[src/rtl/fifo_uart_pkg.sv]
// Shared types and helpers for the FIFO-drain UART transmitter.
//   tx_state_e : transmitter frame state
//   cnt_width  : bit-period counter width for a given CLKS_PER_BIT
//   frame_len  : clk cycles from one pop edge to the next possible pop edge
package fifo_uart_pkg;

  typedef enum logic [2:0] {
    StIdle,
    StStart,
    StData,
    StParity,
    StStop
  } tx_state_e;

  function automatic int unsigned cnt_width(input int unsigned clks_per_bit);
    return (clks_per_bit > 1) ? $clog2(clks_per_bit) : 1;
  endfunction

  function automatic int unsigned frame_len(input int unsigned data_width,
                                            input int unsigned clks_per_bit,
                                            input int unsigned parity_en,
                                            input int unsigned stop_bits);
    return (1 + data_width + parity_en + stop_bits) * clks_per_bit;
  endfunction

endpackage

[src/rtl/uart_baud_tick.sv]
// Free-running bit-period counter.
//   clk, reset_n : clock, async active-low reset
//   restart      : force the count back to 0 on the next edge
//   tick         : high while the count is CLKS_PER_BIT-1 (last clk of a bit)
module uart_baud_tick
  import fifo_uart_pkg::*;
#(
  parameter int unsigned CLKS_PER_BIT = 16
) (
  input  logic clk,
  input  logic reset_n,
  input  logic restart,
  output logic tick
);

  localparam int unsigned CntW = cnt_width(CLKS_PER_BIT);
  localparam logic [CntW-1:0] CntMax = CntW'(CLKS_PER_BIT - 1);

  logic [CntW-1:0] count_q;

  assign tick = (count_q == CntMax);

  always_ff @(posedge clk or negedge reset_n) begin
    if (!reset_n) begin
      count_q <= '0;
    end else if (restart || tick) begin
      count_q <= '0;
    end else begin
      count_q <= count_q + CntW'(1);
    end
  end

endmodule

[src/rtl/fifo_uart_tx.sv]
// Drains a show-ahead FIFO one word at a time onto a UART tx line.
//   clk, reset_n  : clock, async active-low reset
//   enable        : permits new pops; an in-flight frame always completes
//   fifo_empty    : FIFO empty flag
//   fifo_rd_data  : FIFO head word, valid while fifo_empty=0
//   fifo_rd_en    : pop strobe (combinational)
//   tx            : serial line, registered, idles high
//   busy          : frame in progress
//   frame_done    : pulse in the last clk of the final stop bit
module fifo_uart_tx
  import fifo_uart_pkg::*;
#(
  parameter int unsigned DATA_WIDTH   = 8,
  parameter int unsigned CLKS_PER_BIT = 16,
  parameter bit          PARITY_EN    = 1'b0,
  parameter bit          PARITY_ODD   = 1'b0,
  parameter int unsigned STOP_BITS    = 1
) (
  input  logic                  clk,
  input  logic                  reset_n,
  input  logic                  enable,
  input  logic                  fifo_empty,
  input  logic [DATA_WIDTH-1:0] fifo_rd_data,
  output logic                  fifo_rd_en,
  output logic                  tx,
  output logic                  busy,
  output logic                  frame_done
);

  localparam int unsigned IdxW = (DATA_WIDTH > 1) ? $clog2(DATA_WIDTH) : 1;
  localparam logic [IdxW-1:0] LastIdx = IdxW'(DATA_WIDTH - 1);
  localparam logic LastStop = (STOP_BITS == 2);

  tx_state_e             state_q;
  logic [DATA_WIDTH-1:0] shift_q;
  logic                  parity_q;
  logic [IdxW-1:0]       bit_idx_q;
  logic                  stop_idx_q;

  logic bit_tick;
  logic last_stop_cycle;
  logic pop;

  uart_baud_tick #(
    .CLKS_PER_BIT(CLKS_PER_BIT)
  ) u_baud (
    .clk    (clk),
    .reset_n(reset_n),
    .restart(pop),
    .tick   (bit_tick)
  );

  assign last_stop_cycle = (state_q == StStop) && bit_tick && (stop_idx_q == LastStop);
  // Chaining: a pop in the final stop cycle starts the next frame with no idle gap.
  assign pop        = enable && !fifo_empty && ((state_q == StIdle) || last_stop_cycle);
  // The state flops are already held in reset; gating here only keeps the FIFO untouched.
  assign fifo_rd_en = pop && reset_n;
  assign busy       = (state_q != StIdle);
  assign frame_done = last_stop_cycle;

  always_ff @(posedge clk or negedge reset_n) begin
    if (!reset_n) begin
      state_q    <= StIdle;
      tx         <= 1'b1;
      shift_q    <= '0;
      parity_q   <= 1'b0;
      bit_idx_q  <= '0;
      stop_idx_q <= 1'b0;
    end else if (pop) begin
      state_q    <= StStart;
      tx         <= 1'b0;
      shift_q    <= fifo_rd_data;
      parity_q   <= (^fifo_rd_data) ^ PARITY_ODD;
      bit_idx_q  <= '0;
      stop_idx_q <= 1'b0;
    end else if (bit_tick) begin
      unique case (state_q)
        StIdle: ;
        StStart: begin
          tx      <= shift_q[0];
          shift_q <= shift_q >> 1;
          state_q <= StData;
        end
        StData: begin
          if (bit_idx_q == LastIdx) begin
            bit_idx_q <= '0;
            if (PARITY_EN) begin
              state_q <= StParity;
              tx      <= parity_q;
            end else begin
              state_q <= StStop;
              tx      <= 1'b1;
            end
          end else begin
            bit_idx_q <= bit_idx_q + IdxW'(1);
            tx        <= shift_q[0];
            shift_q   <= shift_q >> 1;
          end
        end
        StParity: begin
          state_q <= StStop;
          tx      <= 1'b1;
        end
        StStop: begin
          if (stop_idx_q == LastStop) begin
            state_q    <= StIdle;
            stop_idx_q <= 1'b0;
          end else begin
            stop_idx_q <= 1'b1;
          end
        end
        default: ;
      endcase
    end
  end

endmodule

[config.mk]
export PLATFORM = sky130hd
export DESIGN_NAME = fifo_uart_tx
export DESIGN_NICKNAME = d
export VERILOG_FILES = /design/src/rtl/fifo_uart_pkg.sv /design/src/rtl/uart_baud_tick.sv /design/src/rtl/fifo_uart_tx.sv
export SDC_FILE = /design/constraint.sdc
export NUM_CORES = 1
export LEC_CHECK = 0
export CORE_ASPECT_RATIO = 0.75
export CORE_UTILIZATION = 35
export CTS_CLUSTER_SIZE = 10
export DETAILED_ROUTE_END_ITERATION = 8
export PLACE_DENSITY_LB_ADDON = 0.2
export SETUP_SLACK_MARGIN = 0.3
export SYNTH_ARGS = -nofsm -noshare
export SYNTH_HDL_FRONTEND = slang
export SYNTH_SLANG_ARGS = --single-unit
[constraint.sdc]
create_clock -name clk -period 2.41 [get_ports clk]
set_input_delay 0.6025 -clock clk [delete_from_list [all_inputs] [get_ports clk]]
set_output_delay 0.6025 -clock clk [all_outputs]
set_load 0.02 [all_outputs]
### Word-level counts from Yosys, hierarchy flattened

Index checks and enable logic that the tools add are counted.

| storage, ports and cells | value |
|---|---|
| register bits | 20 |
| bits in latches | 0 |
| ROM bits | 0 |
| bits in writable memories | 0 |
| memories | 0 |
| input bits | 12 |
| output and inout bits | 4 |

| operators by class | value |
|---|---|
| bitwise gates (word level) | 1 |
| add/subtract/negate cells | 2 |
| magnitude comparators | 0 |
| divide/modulo/power cells | 0 |
| reductions and logical operators | 21 |
| eq/ne operators | 9 |
| muxes and demuxes | 22 |
| shift operators | 0 |
| multipliers | 0 |

Operators by type and width:

| operator | count |
|---|---|
| $mux W3 | 8 |
| $mux W8 | 3 |
| $pmux W8 S2 | 1 |
| $pmux W3 S4 | 1 |
| $ne A3 B3 Y1 const B | 3 |
| $mux W1 | 7 |
| $eq A3 B2 Y1 const B | 2 |
| $eq A3 B3 Y1 const B | 2 |
| $reduce_and A2 Y1 | 3 |
| $reduce_bool A2 Y1 | 3 |
| $reduce_bool A3 Y1 | 2 |
| $logic_and A1 B1 Y1 | 5 |
| $reduce_bool A5 Y1 | 1 |
| $add A4 B1 Y4 const B | 1 |
| $eq A4 B4 Y1 const B | 1 |
| $mux W4 | 1 |
| $reduce_and A4 Y1 | 1 |
| $reduce_bool A4 Y1 | 1 |
| $add A3 B1 Y3 const B | 1 |
| $eq A3 B1 Y1 const B | 1 |
| $logic_not A3 Y1 | 1 |
| $pmux W1 S3 | 1 |
| $reduce_and A3 Y1 | 1 |
| $logic_or A1 B1 Y1 | 2 |
| 2 further kinds | 2 |

### Longest topological paths before layout

Gate-level depths: netlist of the first run.

| logic depth | value |
|---|---|
| word-level depth | 7 |
| gate-level depth with buffers | 6 |
| mapped depth without buffers | 5 |

### Hierarchy

From an unflattened synthesis of the first run, not the netlist that was laid out.

| unflattened totals | value |
|---|---|
| cells, all modules | 111 |
| area total of the unflattened synthesis | 1074.8 um2 |

Modules (own cells, without submodules):

| module | instances | area an instance (um2) | cells an instance | seq. area each (um2) |
|---|---|---|---|---|
| fifo_uart_tx | 1 | 903.4 | 98 | 376.6 |
| uart_baud_tick | 1 | 171.4 | 13 | 100.1 |

### Least setup slack after synthesis of the first run

No wires, ideal clock.

| timing path | value |
|---|---|
| kind | register to output |
| start | register u_baud.count_q[0] |
| end | output port frame_done |
| required time | 1.808 ns |
| data arrival time | 1.734 ns |
| stages on the path, launching flop included | 5 |
| buffers on the path | 1 |
| path slack | 0.073 ns |
| cell sequence | dfrtp_1 ha_1 nand3_1 clkbuf_1 nor4b_1 |

| on the way | value |
|---|---|
| word-level cells in the longest chain between the ends | 3 |

Ends and longest elaborated chain:

| what | RTL line | RTL |
|---|---|---|
| start: declaration | uart_baud_tick.sv:19 | `logic [CntW-1:0] count_q;` |
| start signal: assignment | uart_baud_tick.sv:29 | `count_q <= count_q + CntW'(1);` |
| $eq A4 B4 Y1 | uart_baud_tick.sv:21 | `assign tick = (count_q == CntMax);` |
| $logic_and A1 B1 Y1 (2 in a row) | fifo_uart_tx.sv:53 | `assign last_stop_cycle = (state_q == StStop) && bit_tick && (stop_idx_q == LastStop);` |
| end: declaration | fifo_uart_tx.sv:27 | `output logic frame_done` |

Every way passes these cells.

### Final worst setup path of the first run

| timing path | value |
|---|---|
| start | input port fifo_empty |
| end | output port fifo_rd_en |

| on the way | value |
|---|---|
| word-level cells in the longest chain between the ends | 4 |

Ends and longest elaborated chain:

| what | RTL line | RTL |
|---|---|---|
| start: declaration | fifo_uart_tx.sv:22 | `input logic fifo_empty,` |
| $logic_not A1 Y1 | fifo_uart_tx.sv:55 | `assign pop = enable && !fifo_empty && ((state_q == StIdle) \|\| last_stop_cycle);` |
| $logic_and A1 B1 Y1 (2 in a row) | fifo_uart_tx.sv:55 |  |
| $logic_and A1 B1 Y1 | fifo_uart_tx.sv:57 | `assign fifo_rd_en = pop && reset_n;` |
| end: declaration | fifo_uart_tx.sv:24 | `output logic fifo_rd_en,` |

Every way passes these cells.

==> metrics.txt, run 1 <==
result of the run complete, no violations; Port Buffers 15; Hold Crit Class reg -> reg; pwr dens 1100 nW/µm²; Combinational Power Share 46.9%; Detail Route Antenna Nets 0; Synth Area in XOR/XNOR 1.56%; final WL 2790 µm; Highest Clock Rate 455 MHz; final core occ 46.3%; diode count 0; cell count after synthesis 119; worst-path cell chain buf_2 -> or4b_4 -> a21oi_4 -> and2_4 -> buf_6; Max Slew Vio Count 0; Clock Skew 0.00392 ns; final-report setup violation count 0; Net Switching 0.000627 W; number of clock sinks 19; area occupied by multi-input gates 607 µm²; Crit path required time 1.81 ns; Die Wd 67.5 µm; Via-to-Cell Ratio 5.90; clock power share 14.7%; # rows 17; largest family of logic cells by synthesized area compound AO/OA/AOI/OAI gates; I/O pin total 16; Overall Global Routing Usage 18.6%; vias in the first global route 1037; CP max FO 2; post-synth net total 134; Area contributors post-synth dfrtp_1 (40%), a41oi_1 (5.5%), a211oi_1 (5.3%), nand3_1 (4.9%), o211ai_1 (4.7%); Netlist cell types 37; initial core utilization 37.5%; Max-cap violations 0; commonest non-fill, non-tap cell in the layout dfrtp_1; Synth Area in Simple Gates 19.5%; initial antenna violation count 0; register area 477 µm²; TritonCTS Buffers 3; most frequent cells in the layout dfrtp_1 (18), nand3_1 (10), clkdlybuf4s50_1 (10), buf_4 (10); Syn. warnings 0; switching share of power 41.1%; Worst Setup Start Kind input port; Mapped Area 1120 µm²; critical path arrival 1.59 ns; Compound-Gate Fraction of Synth Area 27.0%; DR vias 1027; Clock Latency Late Sink 0.26 ns; total gr overflow 0; first-pass GRT wire length 4720 µm; Total Power 0.00153 W; CTS max path bufs 2; largest net degree at the start of global routing 20; adder-cell share of the synthesized area 3.34%; Yosys reg bits 19; sum of buffers and inverters on the critical path 2; die area 3450 µm²; crit path kind in -> out; P_int 0.000899 W; DR iter-0 viols 83; share of the synthesized area in the top cell type 40.0%; Area growth syn-to-layout 23.6%; Final Cycle Share 91.2%; Seq/Total Area, Yosys 42.4%; RSZ-0062 raised after global routing true; hold slack 0.471 ns; Max VDD drop 0.000536 V; Vert. Die Dim 51.1 µm; drt drc 0; TNS Setup 0 ns; first drt pass iteration count 4; HPWL after DPL 1960 µm; largest area contributor in the netlist dfrtp_1; Core ar. 3000 µm²; Top delay family on crit path simple AND/OR/NAND/NOR gates; crit end category primary output; Layout fillers 287; Max-slew headroom 63.8%; leak pwr 0.564 nW; CP max stage cell or4b_4; H-tree Lvls 1; Root Driver clkbuf_8; Final Wtd Congestion 0.759; CP peak stage delay 0.50 ns; share of cells above drive strength 1 19.1%; pin slew with the least headroom to its limit 0.542 ns; Syn Area/Cell 9.45 µm²; layout net count 152; Flop pwr share 38.4%; # hold bufs at CTS 0; Routed wire per std cell 16.1 µm; mux cell area share after synthesis 0%; count of final hold-check violations 0; CTS tree done; CTS clk-pin slew, worst paths 0.07 ns; min Tclk post-route 2.20 ns
[cells in the mapped netlist (all sizes together)]
library cell and instances:
o22ai 3, dfrtp 18, clkbuf 6, or4b 1
nand4b 1, nor2 2, inv 2, xnor2 1
and2 1, o211ai 7, o21a 1, or3b 1
nand2 7, or3 1, nor3 2, a21oi 7
nor3b 1, a31o 1, o21ai 8, and4b 1
ha 3, nor2b 2, a41oi 7, o2111ai 1
nand3 11, nand2b 2, and3 2, or4 1
dfstp 1, a21o 1, nor4b 1, xor2 1
a211oi 8, buf 6
[through the flow]
stage               cells  instance area, µm²  setup slack, ns
finish                174                1390            0.213
global route          174                1390            0.150
CTS                   174                1390            0.126
detailed placement    170                1350           -0.599
global placement      170                1350           -0.611
floorplan             119                1140            0.302
[path summary, 6_finish.rpt]
check | startpoint | end | slack (ns) | cells past startpoint
worst max-delay path | fifo_empty | fifo_rd_en | 0.21 | 5
min in group asynchronous | reset_n | u_baud.count_q[2]$_DFF_PN0_ | 0.71 | 2
max in group asynchronous | reset_n | tx$_DFFE_PN1P_ | 1.43 | 2
worst min-delay path | u_baud.count_q[0]$_DFF_PN0_ | u_baud.count_q[0]$_DFF_PN0_ | 0.47 | 1
worst min register to register | u_baud.count_q[0]$_DFF_PN0_ | u_baud.count_q[0]$_DFF_PN0_ | 0.47 | 1
worst max register to register | bit_idx_q[0]$_DFFE_PN0P_ | shift_q[5]$_DFFE_PN0P_ | 0.56 | 5
[layout make-up]
type | count | share of cell area (%)
multi-input cells | 86 | 43.7
flip-flops and latches | 19 | 34.3
repair buffers | 25 | 14.9
well taps | 38 | 3.42
clock buffers | 4 | 3.24
inverters | 2 | 0.540
[metal layers]
metal	vias to the layer above	GRT usage, %	part of all wire (%)	wire (µm)
li1	490	-	-	-
met1	492	26.8	52	1460
met2	41	25.7	41	1150
met3	4	5.58	6.0	169
met4	0	6.38	0.75	21
met5	-	0	0	0
[worst reg2reg max path: stages (launching register included)]
cell and delay (ns):
dfrtp_1 0.40, ha_1 0.20, ha_1 0.27, or3b_2 0.58, nand3_1 0.14, a41oi_1 0.13
[what timing repair did]
action / CTS / global route
resized for setup: 17 / 5
endpoints found under the setup margin: 4 / 3
setup buffers: 0 / 0
pin swaps: 2 / 2
[flip-flops by register name, summed over array words and instances (netlist names)]
register,cells
u_baud.count_q,4
shift_q,8
bit_idx_q,3
tx,1
state_q,3
[cell families after synthesis]
family                     Yosys count
AOI/OAI and AO/OA                   44
xor gates and xnor gates             2
adders and majority gates            3
buffers and inverters               14
DFF                                 19
and+or+nand+nor                     37
[power groups by stage]
stage	registers, W	clock network [W]	logic, W
after floorplan	0.000573	0	0.000497
after global placement	0.000576	0	0.000697
after detailed placement	0.000581	0	0.000716
after CTS	0.000579	0.000232	0.000713
after global routing	0.000606	0.000243	0.000799
final	0.000585	0.000225	0.000715
Note: power is estimated with default switching activity, not from simulation.
==> inputs of run 2 (changes only) <==
- CORE_UTILIZATION: 35 -> 53
==> run 2 against run 1 <==
Flip-flop and latch count is the same. Global-route usage increased by 9.0 points. Critical endpoint unchanged. Largest cell class unchanged. Setup slack lost 0.048 ns. Via count fell by 0.39%. First-iteration DRC count fell by 57%.
==> metrics.txt, run 2 (synthesized netlist as in run 1, its figures left out) <==
pwr dens 1070 nW/µm²; HPWL after DPL 1830 µm; CTS tree done; diode count 0; leak pwr 0.558 nW; result of the run complete, no violations; RSZ-0062 raised after global routing true; sum of buffers and inverters on the critical path 2; Die Wd 55.2 µm; Placement Setup Slack -0.592 ns; # rows 14; CP max stage cell or4b_4; Clock Skew 0.00749 ns; Hold Crit Class reg -> reg; DR iter-0 viols 36; Routed wire per std cell 16.2 µm; Overall Global Routing Usage 27.6%; Clock Latency Late Sink 0.31 ns; crit end category primary output; first-pass GRT wire length 4490 µm; Layout fillers 166; worst-path cell chain buf_2 -> or4b_4 -> a21oi_4 -> and2_4 -> buf_6; Final Cycle Share 93.2%; Core ar. 2000 µm²; final core occ 68.7%; CP peak stage delay 0.56 ns; TritonCTS Buffers 3; number of clock sinks 19; H-tree Lvls 1; max FFs per register 8; Max-slew headroom 64.0%; Highest Clock Rate 445 MHz; Top delay family on crit path simple AND/OR/NAND/NOR gates; CTS clk-pin slew, worst paths 0.10 ns; vias in the first global route 992; layout net count 153; initial antenna violation count 0; critical path arrival 1.64 ns; I/O pin total 16; min Tclk post-route 2.25 ns; die area 2310 µm²; Detail Route Antenna Nets 0; CTS max path bufs 2; Area growth syn-to-layout 21.9%; pin slew with the least headroom to its limit 0.539 ns; Worst Setup Start Kind input port; total gr overflow 0; share of cells above drive strength 1 19.7%; crit path kind in -> out; first drt pass iteration count 4; Max VDD drop 0.000933 V; Crit path required time 1.81 ns; count of final hold-check violations 0; final-report setup violation count 0; DR vias 1023; Vert. Die Dim 41.9 µm; Largest regs shift_q (8), u_baud.count_q (4); Final Wtd Congestion 0.795; drt drc 0; Top reg by flops shift_q; Port Buffers 15; fin worst setup slack 0.165 ns; Via-to-Cell Ratio 6.35; final WL 2610 µm; CP max FO 2; Max Slew Vio Count 0; most frequent cells in the layout dfrtp_1 (18), buf_4 (12), nand3_1 (10), clkdlybuf4s50_1 (10); largest net degree at the start of global routing 20; commonest non-fill, non-tap cell in the layout dfrtp_1; Max-cap violations 0; Root Driver clkbuf_4; initial core utilization 56.3%
[run 2: cell types whose count changed in the layout (fill, tap and decap cells not counted), sizes merged]
| cell | previous run | this run |
|---|---|---|
| clkbuf | 6 | 4 |
| clkdlybuf4s15 | 0 | 1 |
| buf | 13 | 15 |
[run 2: power by group]
part           internal, W  switching [W]
sequential        0.000468       0.000115
clock            0.0000646       0.000100
combinational     0.000317       0.000400
[run 2: cell type report]
type	count	area (µm²)	area share, %
Clock buffer	4	26.3	1.92
Timing Repair Buffer	26	221	16.1
Inverter	2	7.51	0.547
Tap cell	24	30.0	2.19
Sequential cell	19	477	34.8
Multi-Input combinational cell	86	609	44.4
[run 2: final timing paths]
| check | depth (start not counted) | to | slack (ns) | startpoint |
|---|---|---|---|---|
| worst max-delay path | 5 | fifo_rd_en | 0.16 | fifo_empty |
| worst min-delay path | 1 | u_baud.count_q[0]$_DFF_PN0_ | 0.48 | u_baud.count_q[0]$_DFF_PN0_ |
| worst max register to register | 5 | shift_q[7]$_DFFE_PN0P_ | 0.57 | bit_idx_q[0]$_DFFE_PN0P_ |
| worst min register to register | 1 | u_baud.count_q[0]$_DFF_PN0_ | 0.48 | u_baud.count_q[0]$_DFF_PN0_ |
| max in group asynchronous | 2 | tx$_DFFE_PN1P_ | 1.47 | reset_n |
| min in group asynchronous | 2 | bit_idx_q[1]$_DFFE_PN0P_ | 0.67 | reset_n |
[run 2: repair_timing]
item / CTS / global route
pin swaps: 2 / 2
resized for setup: 20 / 4
hold buffers: 0 / 0
setup buffers: 0 / 0
hold endpoints to repair: 0 / 0
endpoints found under the setup margin: 3 / 3
[run 2: per-layer routing]
metal  track usage (%)  up-vias  routed length [µm]
li1                  -      492                   -
met1              38.9      487                1230
met2              40.5       39                1170
met3              7.69        5                 169
met5                 0        -                   0
met4              9.00        0                  34
[run 2: through the flow]
step	cell area (µm²)	total power [W]	cells	hold slack, ns	setup TNS [ns]
after detailed placement	1340	0.00128	157	0.465	-0.592
after CTS	1370	0.00145	161	0.479	0
after floorplan	1140	0.00107	119	0.307	0
final	1370	0.00146	161	0.480	0
after global placement	1340	0.00126	157	0.453	-0.594
after global routing	1370	0.00160	161	0.527	0
